===== src/rtl/smaesh_host_adapter_pkg.sv =====
// Shared widths, FSM encodings and share-layout index helpers for the SMAesh host adapter.
package smaesh_host_adapter_pkg;

  localparam int unsigned WORD_W    = 32;
  localparam int unsigned BLOCK_W   = 128;
  localparam int unsigned NUM_WORDS = 4;
  localparam int unsigned CNT_W     = 2;

`ifdef HOST_KEY_REUSE_EN
  typedef enum logic [1:0] {LOAD_KEY, LOAD_PT, PRESENT, RESHARE} in_state_e;
`else
  typedef enum logic [1:0] {LOAD_KEY, LOAD_PT, PRESENT} in_state_e;
`endif

  typedef enum logic {IDLE, DRAIN} out_state_e;

  // Bit offset of word k inside a 128-bit block.
  function automatic int unsigned word_lsb(input int unsigned word);
    return WORD_W * word;
  endfunction

  // Bit offset of word k of share i in a d-share bus.
  function automatic int unsigned share_lsb(input int unsigned share, input int unsigned word);
    return BLOCK_W * share + WORD_W * word;
  endfunction

endpackage


===== src/rtl/smaesh_unmask_serializer.sv =====
// Output path: recombines ciphertext shares, holds the 128-bit result and drains it as 4 words.
module smaesh_unmask_serializer
  import smaesh_host_adapter_pkg::*;
#(
  parameter int unsigned d = 2
) (
  input  logic                 clk,
  input  logic                 rst,
  input  logic                 aes_out_valid,
  output logic                 aes_out_ready,
  input  logic [BLOCK_W*d-1:0] aes_shares_ciphertext,
  output logic [WORD_W-1:0]    m_data,
  output logic                 m_valid,
  input  logic                 m_ready
);

  out_state_e         state;
  logic [CNT_W-1:0]   idx;
  logic [BLOCK_W-1:0] ct;
  logic [BLOCK_W-1:0] unmasked;

  always_comb begin
    unmasked = '0;
    for (int unsigned i = 0; i < d; i++) begin
      unmasked ^= aes_shares_ciphertext[BLOCK_W*i +: BLOCK_W];
    end
  end

  always_ff @(posedge clk) begin
    if (rst) begin
      state <= IDLE;
      idx   <= '0;
      ct    <= '0;
    end else begin
      case (state)
        IDLE: begin
          if (aes_out_valid) begin
            ct    <= unmasked;
            idx   <= '0;
            state <= DRAIN;
          end
        end
        DRAIN: begin
          if (m_ready) begin
            idx <= idx + CNT_W'(1);
            if (idx == CNT_W'(NUM_WORDS - 1)) state <= IDLE;
          end
        end
        default: state <= IDLE;
      endcase
    end
  end

  assign aes_out_ready = ~rst & (state == IDLE);
  assign m_valid       = ~rst & (state == DRAIN);
  assign m_data        = ct[word_lsb(32'(idx)) +: WORD_W];

endmodule


===== src/rtl/smaesh_host_adapter.sv =====
// Host adapter for a d-share masked AES core: shares host key/plaintext words, unmasks ciphertext.
// Optional HOST_KEY_REUSE_EN keeps the last key and re-shares it when s_reuse is set.
module smaesh_host_adapter
  import smaesh_host_adapter_pkg::*;
#(
  parameter int unsigned d = 2
) (
  input  logic                      clk,
  input  logic                      rst,
  input  logic [WORD_W-1:0]         s_data,
  input  logic                      s_valid,
  output logic                      s_ready,
`ifdef HOST_KEY_REUSE_EN
  input  logic                      s_reuse,
`endif
  input  logic [WORD_W*(d-1)-1:0]   rnd_data,
  input  logic                      rnd_valid,
  output logic                      rnd_ready,
  output logic                      aes_in_valid,
  input  logic                      aes_in_ready,
  output logic [BLOCK_W*d-1:0]      aes_shares_key,
  output logic [BLOCK_W*d-1:0]      aes_shares_plaintext,
  input  logic                      aes_out_valid,
  output logic                      aes_out_ready,
  input  logic [BLOCK_W*d-1:0]      aes_shares_ciphertext,
  output logic [WORD_W-1:0]         m_data,
  output logic                      m_valid,
  input  logic                      m_ready
);

  in_state_e            state;
  logic [CNT_W-1:0]     cnt;
  logic [BLOCK_W*d-1:0] key_sh;
  logic [BLOCK_W*d-1:0] pt_sh;
  logic                 accept;
  logic                 last_word;
  logic                 loading;

  // Writes word k of every share: shares 1..d-1 take the random slices, share 0 the masked word.
  function automatic logic [BLOCK_W*d-1:0] put_word(input logic [BLOCK_W*d-1:0]    sh,
                                                    input logic [CNT_W-1:0]        k,
                                                    input logic [WORD_W-1:0]       w,
                                                    input logic [WORD_W*(d-1)-1:0] r);
    logic [BLOCK_W*d-1:0] res;
    logic [WORD_W-1:0]    s0;
    res = sh;
    s0  = w;
    for (int unsigned j = 1; j < d; j++) begin
      res[share_lsb(j, 32'(k)) +: WORD_W] = r[WORD_W*(j-1) +: WORD_W];
      s0 ^= r[WORD_W*(j-1) +: WORD_W];
    end
    res[share_lsb(0, 32'(k)) +: WORD_W] = s0;
    return res;
  endfunction

  assign loading   = (state == LOAD_KEY) || (state == LOAD_PT);
  assign last_word = (cnt == CNT_W'(NUM_WORDS - 1));

`ifdef HOST_KEY_REUSE_EN
  logic [BLOCK_W-1:0] key_reg;
  logic               key_stored;
  logic               reuse_go;

  // The first word of a reuse transaction is held back until the stored key is re-shared.
  assign reuse_go  = (state == LOAD_KEY) && (cnt == '0) && s_valid && s_reuse && key_stored;
  assign s_ready   = ~rst & loading & rnd_valid & ~reuse_go;
  assign rnd_ready = (s_ready & s_valid) | (~rst & (state == RESHARE));
`else
  assign s_ready   = ~rst & loading & rnd_valid;
  assign rnd_ready = s_ready & s_valid;
`endif

  assign accept = s_ready & s_valid;

  always_ff @(posedge clk) begin
    if (rst) begin
      state      <= LOAD_KEY;
      cnt        <= '0;
      key_sh     <= '0;
      pt_sh      <= '0;
`ifdef HOST_KEY_REUSE_EN
      key_reg    <= '0;
      key_stored <= 1'b0;
`endif
    end else begin
      case (state)
        LOAD_KEY: begin
`ifdef HOST_KEY_REUSE_EN
          if (reuse_go) begin
            state <= RESHARE;
            cnt   <= '0;
          end else
`endif
          if (accept) begin
            key_sh <= put_word(key_sh, cnt, s_data, rnd_data);
`ifdef HOST_KEY_REUSE_EN
            key_reg[word_lsb(32'(cnt)) +: WORD_W] <= s_data;
            if (last_word) key_stored <= 1'b1;
`endif
            cnt <= cnt + CNT_W'(1);
            if (last_word) state <= LOAD_PT;
          end
        end
`ifdef HOST_KEY_REUSE_EN
        RESHARE: begin
          if (rnd_valid) begin
            key_sh <= put_word(key_sh, cnt, key_reg[word_lsb(32'(cnt)) +: WORD_W], rnd_data);
            cnt    <= cnt + CNT_W'(1);
            if (last_word) state <= LOAD_PT;
          end
        end
`endif
        LOAD_PT: begin
          if (accept) begin
            pt_sh <= put_word(pt_sh, cnt, s_data, rnd_data);
            cnt   <= cnt + CNT_W'(1);
            if (last_word) state <= PRESENT;
          end
        end
        PRESENT: begin
          if (aes_in_ready) state <= LOAD_KEY;
        end
        default: state <= LOAD_KEY;
      endcase
    end
  end

  assign aes_in_valid         = ~rst & (state == PRESENT);
  assign aes_shares_key       = key_sh;
  assign aes_shares_plaintext = pt_sh;

  smaesh_unmask_serializer #(.d(d)) u_unmask (
    .clk                   (clk),
    .rst                   (rst),
    .aes_out_valid         (aes_out_valid),
    .aes_out_ready         (aes_out_ready),
    .aes_shares_ciphertext (aes_shares_ciphertext),
    .m_data                (m_data),
    .m_valid               (m_valid),
    .m_ready               (m_ready)
  );

endmodule


===== config.mk =====
export PLATFORM = sky130hd
export DESIGN_NAME = smaesh_host_adapter
export DESIGN_NICKNAME = d
export VERILOG_FILES = /design/src/rtl/smaesh_host_adapter_pkg.sv /design/src/rtl/smaesh_unmask_serializer.sv /design/src/rtl/smaesh_host_adapter.sv
export SDC_FILE = /design/constraint.sdc
export NUM_CORES = 1
export LEC_CHECK = 0
export ABC_AREA = 0
export ABC_CLOCK_PERIOD_IN_PS = 1900
export CAP_MARGIN = 20
export CORE_AREA = 3 3 338 340
export DETAILED_ROUTE_END_ITERATION = 12
export DIE_AREA = 0 0 341 343
export GPL_TIMING_DRIVEN = 1
export SYNTH_ARGS = -nofsm -noshare
export SYNTH_HDL_FRONTEND = slang
export SYNTH_HIERARCHICAL = 1
export SYNTH_SLANG_ARGS = --single-unit

===== constraint.sdc =====
create_clock -name clk -period 1.9 [get_ports clk]
set_input_delay 0.57 -clock clk [delete_from_list [all_inputs] [get_ports clk]]
set_output_delay 0.57 -clock clk [all_outputs]
set_load 0.02 [all_outputs]

* After elaboration in Yosys (flattened, before gate mapping)
Cells that the tools add are included.
** Operators by class
- Mux-type cells :: 17
- Equal/unequal tests :: 11
- Divide/modulo/power cells :: 0
- Bitwise logic cells :: 10
- $lt $le $gt $ge :: 0
- Reductions and logical operators :: 9
- Add/sub/neg operators :: 5
- Multiply operators :: 0
- Shifts and indexed selects :: 5
** Operators by type and width (count)
- $bwmux W256 :: 4
- $shift A32 B34 Y256 const A :: 2
- $shiftx A32 B34 Y256 :: 2
- $shiftx A128 B8 Y32 :: 1
- $xor A128 B128 Y128 :: 1
- $neg A7 Y34 :: 1
- $neg A9 Y34 :: 1
- $xor A32 B32 Y32 :: 1
- $mux W2 :: 7
- $ne A2 B2 Y1 const B :: 7
- $reduce_and A2 Y1 :: 5
- $add A8 B7 Y9 const A :: 1
- $and A1 B1 Y1 :: 6
- $eq A2 B2 Y1 const B :: 3
- $pmux W2 S3 :: 1
- $reduce_and A5 Y1 :: 1
- $add A2 B1 Y2 const B :: 2
- $pmux W2 S2 :: 1
- $mux W1 :: 3
- $eq A2 B1 Y1 const B :: 1
- $logic_not A2 Y1 :: 1
- $not A1 Y1 :: 2
- $pmux W1 S2 :: 1
- $reduce_or A2 Y1 :: 1
- $logic_or A1 B1 Y1 :: 1
** Word-level totals
- Register bits after elaboration :: 647
- Output and inout port bits :: 549
- Input bits :: 327
- Memories kept :: 0
- RAM bits :: 0
- Bits in read-only memories :: 0
- Latch bits :: 0

* Longest topological paths before layout
Gate-level depths: netlist (run 1).
- Depth after elaboration :: 7
- Gate-level depth with buffers :: 9
- Depth with buffers taken out :: 6

* By module
Netlist (run 1), hierarchy kept.
** By module, submodules not included
- smaesh_host_adapter :: cells each 2363, sequential area each 10329.9 um2, area an instance 20463.4 um2, instances 1
- smaesh_unmask_serializer :: cells each 612, sequential area each 2622.5 um2, area an instance 6904.1 um2, instances 1

* Least setup slack after synthesis (run 1)
OpenSTA, ideal clock, no wires.
- Path kind :: input to output
- From :: input port rst
- To :: output port rnd_ready
- Arrival time :: 1.750 ns
- Path slack :: -0.420 ns
- Cell stages on the path :: 5
- Buffers on the path :: 4
- Path through :: buf_2 buf_4 buf_2 clkbuf_1 nor3_1
** Between the ends
- Word-level cells in the longest chain between the ends :: 4
** Ends and longest elaborated chain
- from (decl) :: line smaesh_host_adapter.sv:9 : input logic rst,
- $not A1 Y1 :: line smaesh_host_adapter.sv:69 : assign s_ready = ~rst & loading & rnd_valid;
- $and A1 B1 Y1 (2 in a row) :: line smaesh_host_adapter.sv:69
- $and A1 B1 Y1 :: line smaesh_host_adapter.sv:70 : assign rnd_ready = s_ready & s_valid;
- to (decl) :: line smaesh_host_adapter.sv:18 : output logic rnd_ready,
No other way between the ends.

* Worst setup path after layout (run 1)
- From :: register u_unmask.idx[0]
- To :: output port m_data[18]
** Between the ends
- Word-level cells in the longest chain between the ends :: 1
** Ends and longest elaborated chain
- from (decl) :: line smaesh_unmask_serializer.sv:18 : logic [CNT_W-1:0] idx;
- from (signal assigned) :: line smaesh_unmask_serializer.sv:45 : idx <= idx + CNT_W'(1);
- $shiftx A128 B8 Y32 :: line smaesh_unmask_serializer.sv:56 : assign m_data = ct[word_lsb(32'(idx)) +: WORD_W];
- to (decl) :: line smaesh_host_adapter.sv:26 : output logic [WORD_W-1:0] m_data,
No other way between the ends.

==> impl_metrics.csv, run 1 <==
group,metric,value,unit
grt,grt_use_total,0.198,
sta,slew_viol_final,0,
clock_network,hold_buffers,0,
floorplan,num_rows,123,
sta,tns,-20380,ps
critical_path,rr_worst_depth,9,
critical_path,r2r_slack,-20,ps
sta,hold_viol,0,
sta,period_minus_slack,2590,ps
critical_path,cp.arrival,2020,ps
synthesis,yosysMostFrequentCell,"dfxtp_1",
synthesis,netlist_area,0.0274,mm2
critical_path,cp_max_fo,7,
detailed_routing,wl_per_cell,23.0,um
floorplan,dieArea,0.117,mm2
critical_path,r2r_end,"aes_shares_plaintext[232]",
grt,grt_pass1_vias,24809,
synthesis,synthFlopType,"dfxtp_1",
pwr,p_leak,0.0153,uW
synthesis,synth_top_area_frac,0.473,
run_status,violations,"negative setup slack",
critical_path,cp_slowest_cell,"mux4_2",
place,dp_slack,-515,ps
pwr,vdd_drop_max,0.000601,V
place,portBuffers,875,
sta,worst-slew-pin-transition,626,ps
grt,grt_max_degree,124,
hold_path,holdPathEnd,"aes_shares_plaintext[186]",
sta,max_freq,386,MHz
critical_path,endpoint_kind,"primary output",
cells_and_area,drive_gt1_frac,0.328,
clock_network,cts.sinks,647,
detailed_routing,vias,26025,
sta,fin_ws,-689,ps
cells_and_area,area_growth,59.0,%
critical_path,cp_top_family,"multiplexers",
detailed_routing,vias_per_cell,4.70,
grt,antenna_found_initial,15,
clock_network,cts_max_path_buffers,3,
sta,maxSlewHeadroom,0.583,
cells_and_area,instances_no_fill,5542,
sta,finalSetupViolCount,41,
hold_path,holdCritPathClass,"primary input to flip-flop",
synthesis,synth-async-reset-ratio,0,
detailed_routing,drtIter0Drc,1693,
synthesis,synthTopCellsByCount,"dfxtp_1 (647), nand2_1 (452), a21oi_1 (220)",
synthesis,ys_types,50,
sta,rsz0062_at_grt,"yes",
floorplan,die_x,341,um
cells_and_area,final_core_util,0.389,
run_status,outcome,"complete, but fails checks",
sta,fin_crit_sh,1.36,
cells_and_area,fillers,11246,
critical_path,required,1330,ps
synthesis,yosys_warnings,6,
grt,grt_pass1_wl,171,mm
synthesis,ys_seq_area_frac,0.473,
place,hpwl,93.8,mm
place,dp.cells,5342,
critical_path,r2r_start,"cnt[1]",
detailed_routing,dr.pass1.iters,7,
synthesis,syn_inst,2975,
floorplan,ioPinCount,876,
detailed_routing,detail-route-antenna-nets,0,
clock_network,cts_root_buf,"clkbuf_16",
clock_network,cts_made_buffers,76,
run,drv_cap,0,
sta,skew,41.1,ps
synthesis,ys_ff_latch,647,
critical_path,cp_slowest_stage_delay,550,ps
floorplan,dieHeight,343,um
grt,grt.overflow.total,0,
floorplan,coreArea,0.112,mm2
critical_path,crit_buf_inv,3,
critical_path,worstSetupPathType,"flip-flop to primary output",
critical_path,cp-start-kind,"flip-flop",
critical_path,crit_top_cell,"buf_12",
clock_network,path_clk_slew,60,ps
hold_path,hold_depth,3,
detailed_routing,drt_wl_total,128,mm
synthesis,synth_fp_nets,3311,
clock_network,htreeDepth,3,
synthesis,synth_edf_count,0,
floorplan,initial_core_util,0.245,
synthesis,yosys.area.top_type,"dfxtp_1",
place,globalplace.congestion,0.867,
cells_and_area,layout.nets,4310,
detailed_routing,drc,0,
pwr,p_per_area,777,mW/mm2
sta,hold_slack,368,ps
synthesis,synthTopCellsByArea,"dfxtp_1 (47%), nand2_1 (6.2%), a211oi_2 (5.1%)",
clock_network,cts_tree,"done",
hold_path,hold_path_startpoint,"rst",
critical_path,crit_chain,"buf_12, buf_12, mux4_2, buf_6",
clock_network,clk_latency,640,ps
synthesis,avgSynthCellArea,9.20,um2
-- worst max-delay path by stage --
stage	startpoint	endpoint	slack (ps)	cells past startpoint
3_3_place_gp	rnd_valid	s_ready	-520	3
3_5_place_dp	rnd_valid	s_ready	-510	3
6_report	u_unmask/idx[0]	m_data[18]	-690	4
2_1_floorplan	rst	rnd_ready	-50	5
4_1_cts	u_unmask/idx[0]	m_data[31]	-820	5
5_1_grt	u_unmask/idx[0]	m_data[18]	-760	4
-- power by group --
| group | internal (uW) | switching (uW) | total [uW] |
|---|---|---|---|
| sequential | 13900 | 161 | 14000 |
| combinational | 2180 | 2270 | 4450 |
| clock | 9200 | 6170 | 15400 |
| total | 25200 | 8600 | 33800 |
-- cell type report --
cell class | instances | area, um2 | area share
Multi-Input combinational cell | 2025 | 13400 | 0.307
Clock inverter | 35 | 484 | 0.0111
Sequential cell | 647 | 13000 | 0.298
Clock buffer | 102 | 2140 | 0.0492
Timing Repair Buffer | 1222 | 12700 | 0.291
Inverter | 2 | 12.5 | 0.000287
Tap cell | 1500 | 1880 | 0.0431
Antenna cell | 9 | 22.5 | 0.000517
-- registers in the layout (all words and copies together), names as in the netlist --
name / flops
state: 2
aes_shares_plaintext: 256
aes_shares_key: 256
cnt: 2
u_unmask/state: 1
u_unmask/ct: 128
u_unmask/idx: 2
-- cell usage in the layout (no fill, tap or decap), types with 9 or more instances in the layout --
cell type          n
a211oi_1          17
a211oi_2         111
a21oi_1          196
a21oi_2           63
a22o_1            64
and3_1            33
buf_12            86
buf_2            129
buf_4            228
buf_6             53
bufinv_16          9
clkbuf_1          13
clkbuf_16         92
clkbuf_8          12
clkdlybuf4s15_1   29
clkdlybuf4s15_2  337
clkdlybuf4s50_1  323
clkinv_2          16
dfxtp_1          636
diode_2            9
mux4_2            32
nand2_1          448
nand2b_1          33
nand3_1          165
nand3_2           51
nand3_4           17
nand3b_1         161
nor2_1           133
nor2b_1           32
o21ai_0          133
o21ai_1          119
xnor2_1          129
xor2_1            33
-- stage by stage --
step	area, um2	power [uW]
2_1_floorplan	27400	16200
3_3_place_gp	39700	18600
3_5_place_dp	39700	18600
4_1_cts	42700	34100
5_1_grt	43500	35000
6_report	43500	33800
-- logic make-up (layout without fill, tap and decap cells) --
logic type | count (synthesis) | in the layout | share of synthesized area
adder cells (fa/ha/maj) | 9 | 9 | 0.00411
buffers and inverters | 303 | 1361 | 0.0592
XOR/XNOR | 162 | 162 | 0.0518
other | 0 | 9 | 0
AO/OA/AOI/OAI | 711 | 711 | 0.177
multiplexers | 33 | 33 | 0.0267
flip-flops | 647 | 647 | 0.473
AND/OR/NAND/NOR | 1110 | 1110 | 0.208
-- layer usage --
metal | vias to the layer above | GRT usage | share of wire
met4 | 4 | 0.0879 | 0.044
li1 | 12297 | - | -
met5 | - | 0 | 0.00017
met2 | 1086 | 0.357 | 0.51
met1 | 12414 | 0.224 | 0.37
met3 | 224 | 0.0437 | 0.070
-- timing repair --
action / in CTS / in global routing
gates cloned: 2 / 16
pin swaps: 4 / 41
gates resized for setup: 1830 / 128
setup buffers: 21 / 16
setup endpoints to repair: 773 / 323
-- tightest hold or removal path, delay by kind of cell --
family | cells | cell delay (ps)
buf+inv | 2 | 340
compound gates | 1 | 40
(Power assumes the default switching activity.)
==> run 2, diff against run 1 <==
SLEW_MARGIN = 5   (was unset)
==> results of run 2 <==
The final DEF is identical to that of run 1; final timing and power are the same.
